<file path="config.mk">
export PLATFORM = sky130hd
export DESIGN_NAME = match_ctrl
export DESIGN_NICKNAME = d
export VERILOG_FILES = /design/src/rtl/match_ctrl.sv
export SDC_FILE = /design/constraint.sdc
export NUM_CORES = 1
export LEC_CHECK = 0
export ABC_AREA = 1
export CORE_MARGIN = 5
export CORE_UTILIZATION = 50
export CTS_CLUSTER_SIZE = 20
export DETAILED_ROUTE_END_ITERATION = 10
export GPL_ROUTABILITY_DRIVEN = 0
export MAX_ROUTING_LAYER = met4
export PLACE_DENSITY = 0.74
export SYNTH_ARGS = -nofsm -noshare
export SYNTH_HDL_FRONTEND = slang
export SYNTH_SLANG_ARGS = --single-unit
</file>
<file path="constraint.sdc">
create_clock -name clk_i -period 2.5 [get_ports clk_i]
set_clock_uncertainty 0.1 [all_clocks]
set_input_delay 0.5 -clock clk_i [delete_from_list [all_inputs] [get_ports clk_i]]
set_output_delay 0.5 -clock clk_i [all_outputs]
set_load 0.01 [all_outputs]
</file>
<file path="src/rtl/match_ctrl.sv">
// N-player match controller: menu, rounds, continue hold, final result.
// Optional MATCH_PAUSE_EN adds a PAUSED state and a paused_o output.
module match_ctrl #(
    parameter int NUM_PLAYERS = 2,
    parameter int SCORE_BITS  = 6,
    parameter int WIN_SCORE   = 3,
    parameter int MENU_ITEMS  = 3,
    parameter int HOLD_FRAMES = 2,
    localparam int SEL_W = (MENU_ITEMS > 1) ? $clog2(MENU_ITEMS) : 1,
    localparam int WIN_W = (NUM_PLAYERS > 1) ? $clog2(NUM_PLAYERS) : 1
) (
    input  logic                              clk_i,
    input  logic                              reset_ni,
    input  logic                              frame_tick_i,
    input  logic                              start_i,
    input  logic                              sel_up_i,
    input  logic                              sel_down_i,
    input  logic [NUM_PLAYERS-1:0]            score_evt_i,
    output logic [NUM_PLAYERS*SCORE_BITS-1:0] score_o,
    output logic [SEL_W-1:0]                  menu_sel_o,
    output logic                              is_menu_o,
    output logic                              is_playing_o,
    output logic                              is_continue_o,
    output logic                              is_final_o,
    output logic [WIN_W-1:0]                  winner_o,
    output logic                              draw_o,
    output logic                              round_reset_o
`ifdef MATCH_PAUSE_EN
    ,
    output logic                              paused_o
`endif
);

    localparam int TW     = SCORE_BITS + 2;
    localparam int HOLD_W = (HOLD_FRAMES > 0) ? $clog2(HOLD_FRAMES + 1) : 1;
    localparam logic [SEL_W-1:0]  SEL_MAX  = SEL_W'(MENU_ITEMS - 1);
    localparam logic [HOLD_W-1:0] HOLD_MAX = HOLD_W'(HOLD_FRAMES);

    // Targets above the saturated score could never be reached.
    if (MENU_ITEMS * WIN_SCORE > 2 ** SCORE_BITS - 1) begin : g_bad_target
        $error("match_ctrl: win target exceeds score saturation");
    end

    typedef enum logic [2:0] {
        S_MENU, S_PLAY, S_CONT, S_FINAL, S_PAUSE
    } state_t;

    state_t                  state, next;
    logic                    start_q, up_q, down_q;
    logic [NUM_PLAYERS-1:0]  evt_q, evt_e;
    logic                    start_e, up_e, down_e, hit;
    logic [SCORE_BITS-1:0]   score [NUM_PLAYERS];
    logic [SEL_W-1:0]        sel;
    logic [TW-1:0]           target, target_sel;
    logic [HOLD_W-1:0]       hold;
    logic                    hold_done, reached, resume, tie;
    logic [SCORE_BITS-1:0]   best;
    logic [WIN_W-1:0]        best_idx;

    assign start_e    = start_i & ~start_q;
    assign up_e       = sel_up_i & ~up_q;
    assign down_e     = sel_down_i & ~down_q;
    assign evt_e      = score_evt_i & ~evt_q;
    assign hit        = |evt_e;
    assign hold_done  = (hold == HOLD_MAX);
    assign target_sel = (TW'(sel) + TW'(1)) * TW'(WIN_SCORE);

    always_comb begin
        reached = 1'b0;
        for (int k = 0; k < NUM_PLAYERS; k++)
            if ({2'b00, score[k]} >= target) reached = 1'b1;
    end

    // Lowest index wins ties; tie flags any other player on the max.
    always_comb begin
        best     = score[0];
        best_idx = '0;
        tie      = 1'b0;
        for (int k = 1; k < NUM_PLAYERS; k++)
            if (score[k] > best) begin
                best     = score[k];
                best_idx = WIN_W'(k);
            end
        for (int k = 0; k < NUM_PLAYERS; k++)
            if (score[k] == best && WIN_W'(k) != best_idx) tie = 1'b1;
    end

    always_ff @(posedge clk_i) begin
        if (!reset_ni) state <= S_MENU;
        else           state <= next;
    end

    always_comb begin
        next = state;
        unique case (state)
            S_MENU:  if (start_e) next = S_PLAY;
            S_PLAY: begin
                if (hit) next = S_CONT;
`ifdef MATCH_PAUSE_EN
                else if (start_e) next = S_PAUSE;
`endif
            end
            S_CONT:  if (start_e && hold_done)
                         next = reached ? S_FINAL : S_PLAY;
            S_FINAL: if (start_e) next = S_MENU;
            S_PAUSE: if (start_e) next = S_PLAY;
            default: next = S_MENU;
        endcase
    end

    always_comb begin
        is_menu_o     = (state == S_MENU);
        is_playing_o  = (state == S_PLAY);
        is_continue_o = (state == S_CONT);
        is_final_o    = (state == S_FINAL);
        round_reset_o = is_menu_o | is_final_o | resume;
`ifdef MATCH_PAUSE_EN
        paused_o      = (state == S_PAUSE);
`endif
    end

    always_ff @(posedge clk_i) begin
        if (!reset_ni) begin
            start_q  <= 1'b0;
            up_q     <= 1'b0;
            down_q   <= 1'b0;
            evt_q    <= '0;
            sel      <= '0;
            target   <= '0;
            hold     <= '0;
            resume   <= 1'b0;
            winner_o <= '0;
            draw_o   <= 1'b0;
            for (int k = 0; k < NUM_PLAYERS; k++) score[k] <= '0;
        end else begin
            start_q <= start_i;
            up_q    <= sel_up_i;
            down_q  <= sel_down_i;
            evt_q   <= score_evt_i;
            resume  <= (state == S_CONT) && (next == S_PLAY);
            if (state == S_MENU) begin
                if (up_e && !down_e && sel != SEL_MAX)
                    sel <= sel + 1'b1;
                else if (down_e && !up_e && sel != '0)
                    sel <= sel - 1'b1;
                if (start_e) begin
                    target <= target_sel;
                    for (int k = 0; k < NUM_PLAYERS; k++) score[k] <= '0;
                end
            end
            if (state == S_PLAY && hit) begin
                hold <= '0;
                for (int k = 0; k < NUM_PLAYERS; k++)
                    if (evt_e[k] && score[k] != '1)
                        score[k] <= score[k] + 1'b1;
            end
            if (state == S_CONT && frame_tick_i && !hold_done)
                hold <= hold + 1'b1;
            if (state == S_CONT && next == S_FINAL) begin
                winner_o <= best_idx;
                draw_o   <= tie;
            end
            if (state == S_FINAL && start_e)
                draw_o <= 1'b0;
        end
    end

    for (genvar k = 0; k < NUM_PLAYERS; k++) begin : g_score
        assign score_o[k*SCORE_BITS +: SCORE_BITS] = score[k];
    end

    assign menu_sel_o = sel;

endmodule

</file>
* Word level (Yosys, flattened, before mapping)
Memories as Yosys holds them, arrays and structs flattened.
Cells that the tools add are included.
** Storage, ports and cells
- Bits in writable memories :: 12
- Flip-flop bits (word level) :: 23
- Bits of input ports :: 8
- Output and inout port bits :: 21
- Logic and storage cells :: 110
- Memories :: 1
** Cells by class
- Muxes and demuxes :: 33
- Bitwise operators :: 16
- Magnitude comparators :: 3
- Multipliers :: 1
- Equality and inequality tests :: 12
- Add/sub/neg operators :: 6
- Reductions and logical operators :: 27
** Memory list
- score :: depth 2, bits a word 6, rd ports 2, clocked after memory_dff 0, write ports 2, line 52 : logic [SCORE_BITS-1:0] score [NUM_PLAYERS];
** Operators by type and width (count)
- $mux 6 :: 5
- $mux 1 :: 18
- $ge 6x8->1 :: 2
- $logic_and 1x1->1 :: 15
- $add 6x1->6 const B :: 2
- $eq 6x6->1 :: 2
- $mux 3 :: 4
- $ne 6x6->1 const B :: 2
- $pmux 3 s4 :: 1
- $mux 2 :: 5
- $eq 3x2->1 const B :: 3
- $eq 3x1->1 const B :: 2
- $gt 6x6->1 :: 1
- $or 1x1->1 :: 6
- $reduce_bool 2->1 :: 3
- $reduce_or 2->1 :: 3
- $mul 3x2->5 const B :: 1
- $not 1->1 :: 5
- $add 2x1->2 const B :: 2
- $reduce_and 2->1 :: 2
- $add 2x1->3 const B :: 1
- $and 1x1->1 :: 3
- $eq 3x3->1 const B :: 1
- $logic_not 1->1 :: 3
- 6 further kinds :: 6

* Longest topological paths before layout
An unclocked memory read counts as a cell.
- Depth after elaboration :: 9
- Mapped depth :: 16
- Depth with buffers taken out :: 16

* Worst setup path after synthesis
Ideal clock, no wire load.
- Path kind :: reg2reg
- Start :: mem score[1][1], in the netlist score[0][7]
- End :: mem score[1][3], in the netlist score[0][9] (data pin)
- Setup slack :: 0.673 ns
- Arrival :: 1.468 ns
- Library setup time :: 0.259 ns
- Path buffers :: 1
- Data required time :: 2.141 ns
- Period minus slack after synthesis :: 1.827 ns
- Cell stages (with the launch flop) :: 11
- Cell sequence :: edfxtp_1 ha_1 nand2_1 inv_1 nand2_1 nor2_1 nand2_1 nand4_2 and2_4 buf_6 nor3b_2
** RTL lines (line)
- start, declared :: 52

* Worst setup path in the final report
- Start :: reg state[1]
- End :: out round_reset_o
** Between the ends
- Word-level cells in the longest chain between the ends :: 3
- Elaborated cells between the ends (all ways) :: 4
- Those cells by class :: eq/ne (1); bitwise (2); reduce/logical (1)
** Ends and longest elaborated chain
- start, declared :: line 48 : state_t state, next;
- start signal, assigned :: line 90 : else state <= next;
- $eq 3x2->1 or $logic_not 3->1 (tied branches) :: line 115, 112
- $or 1x1->1 * (2 in a row) :: line 116 : round_reset_o = is_menu_o | is_final_o | resume;
- end, declared :: line 27 : output logic round_reset_o
Every way passes the cells marked *; elsewhere a longest branch is shown, timed or not.

==> run metrics <==
H-tree depth=2; Worst Hold Depth=2; drt via density=5.08; most frequent cells in the layout=inv_1, nand2_1, nor2_1, clkdlybuf4s50_1, ha_1; r2r startpoint=score[0][3]; insertion delay to the later sink of the worst-skew pair=0.29 ns; postcts setup bufs=0; Die Area=5600 µm²; Critical Path Source=state[1]; sequential share of the synthesized area=36.2%; critical path's most frequent cell=inv_1; CTS sink cnt=32; Hold Path End=draw_o; HP Class=flop to flop; post_cts resized=0; DRT iter0 DRCs=40; P_leak=1.19 nW; Synth Register Bits=32; P per Cell Area=574 nW/µm²; first-pass GRT wire length=7670 µm; ys async rst share=0%; setup TNS=0 ns; Cell Area, Placed=2470 µm²; Achievable Freq=430 MHz; Worst Path Arrival=1.72 ns; number of max-cap violations=0; IO buf count=28; reg-to-reg slack, setup=0.46 ns; Cell variety after synth=37; drt wl/cell=12.7 µm; Fin. Hold Viols=0; CP bufs+invs=3; Hold Startpoint=draw_o; Max stage delay on crit path=0.53 ns; RSZ-0062 raised after global routing=false; Slew @ Worst Pin=0.408 ns; top cells by area, synth=dfxtp_1, edfxtp_1, ha_1; FILL cells=374; GRT Resource Usage Total=18.8%; post-synth top area cell=dfxtp_1; Placement Setup Slack=0.353 ns; Hold-fix buffers, CTS=0; Synth Warn #=0; # setup viols final=0; pin count of the biggest net entering global routing=13; FP Rows=23; Max clock buf depth=2; I/O Pins=29; Post-Layout Cell Count=358; vias in the first global route=1735; min cycle time layout=2.32 ns; drt first pass iters=5; FF-to-FF End=winner_o; Yosys top cell area share=19.1%; Final nets=339; DIE HEIGHT=74.8 µm; syn avg cell area=7.83 µm²; Slowest-stage cell, CP=clkdlybuf4s50_1; number of synthesized flops with an enable pin=12; CORE AREA=4030 µm²; IR drop worst, VDD=678 µV; post-route cell area=2580 µm²; Crit. End Element=output port; final slew viol count=0; Synth Cell Area=2100 µm²; CP Launch Type=flop; # DRC=0; R2R depth=13; Clock Root Buffer=clkbuf_8; Syn Nets=300; CTS tree=built; GR Overflow Total=0; top_reg_cell synth=dfxtp_1; CP Class=flop to output port; via count=1819; CTS Buf Count=5; Area Growth Syn to Fin=22.8%; Post-Place Cells=350; Final WS setup=0.177 ns; Top delay family on crit path=buffers and inverters; antenna violations before repair=0; Routed Wire Length=4560 µm; Cells after Synth=268; Starting Density=52.1%; # diodes=0; Routed Antenna Nets=0; Worst Path Required=1.90 ns; HPWL after DPL=3560 µm; Tcrit/Tclk final=92.9%; Die W=74.8 µm; layout cell share with drive strength beyond 1=9.42%; status=finished clean; clk slew on worst S/H paths=0.07 ns; critical path cell sequence=inv_1 -> nor3_2 -> inv_1 -> nand2_1 -> clkdlybuf4s50_1; commonest non-fill, non-tap cell in the layout=inv_1; Slew HR=72.6%; crit-path max FO=4
## cell families (layout without fill, tap and decap cells)
group           count (synthesis)  in the layout  share of synthesized area (%)
fa+ha+maj                      24             24                           14.3
xor+xnor                        6              6                           2.50
buf+inv                        57             97                           10.5
flops                          32             32                           36.2
compound gates                 42             42                           11.2
simple gates                  107            107                           25.2
## Yosys cell counts (all sizes together) (2+ instances only)
library cell  instances
dfxtp                20
nor3b                 4
xor2                  5
ha                   24
nor3                  9
a221oi                2
clkinv                2
nand4                 4
nor2                 30
inv                  53
or2                   3
nand2                44
a21oi                22
o21ai                11
o22ai                 2
edfxtp               12
nand3                11
a211oi                2
## worst register-to-register path: cells and delay by family, from the launching register on
family / cells / cell delay, ns
DFF: 1 / 0.50
buffers and inverters: 1 / 0.05
adders and majority gates: 1 / 0.35
and+or+nand+nor: 10 / 0.81
AOI/OAI and AO/OA: 1 / 0.13
## layer usage
| layer | vias to the layer above | global-route usage, % | share of wire (%) |
|---|---|---|---|
| li1 | 951 | - | - |
| met1 | 810 | 22.2 | 44 |
| met2 | 47 | 31.3 | 48 |
| met3 | 11 | 3.60 | 5.5 |
| met4 | 0 | 7.71 | 2.2 |
| met5 | - | - | 0 |
## worst max path at each step
stage,endpoint,slack (ns),cells after the start
6_report,round_reset_o,0.18,5
5_1_grt,round_reset_o,0.06,5
4_1_cts,round_reset_o,0.16,5
3_5_place_dp,score[0][11],0.35,7
3_3_place_gp,score[0][8],0.38,7
2_1_floorplan,score[0][9],0.67,10
## power breakdown
part	total (mW)	switching (mW)	internal (mW)
clock	0.477	0.187	0.290
combinational	0.377	0.207	0.170
sequential	0.627	0.0460	0.581
## area by class of cell
| class | count | area, µm² | area share [%] |
|---|---|---|---|
| multi-input combinational | 179 | 1120 | 43.3 |
| clock buffer | 5 | 68.8 | 2.67 |
| sequential | 32 | 761 | 29.5 |
| clock inverter | 3 | 37.5 | 1.46 |
| tap | 50 | 62.6 | 2.43 |
| inverter | 55 | 206 | 8.01 |
| timing repair buffer | 34 | 325 | 12.6 |
## registers in the layout, indices dropped and copies added, names as in the netlist, 2 cells and up
signal      cells
evt_q           2
hold            2
menu_sel_o      2
score          12
state           3
target          5
## stage by stage
| stage | total power, mW | utilization, % | hold slack, ns |
|---|---|---|---|
| 6_report | 1.48 | 64.0 | 0.389 |
| 5_1_grt | 1.57 | 64.0 | 0.419 |
| 4_1_cts | 1.49 | 64.0 | 0.397 |
| 3_5_place_dp | 1.01 | 61.4 | 0.380 |
| 3_3_place_gp | 1.00 | 61.4 | 0.372 |
| 2_1_floorplan | 0.872 | - | 0.356 |
No activity file was read; power rests on OpenSTA's default activity.
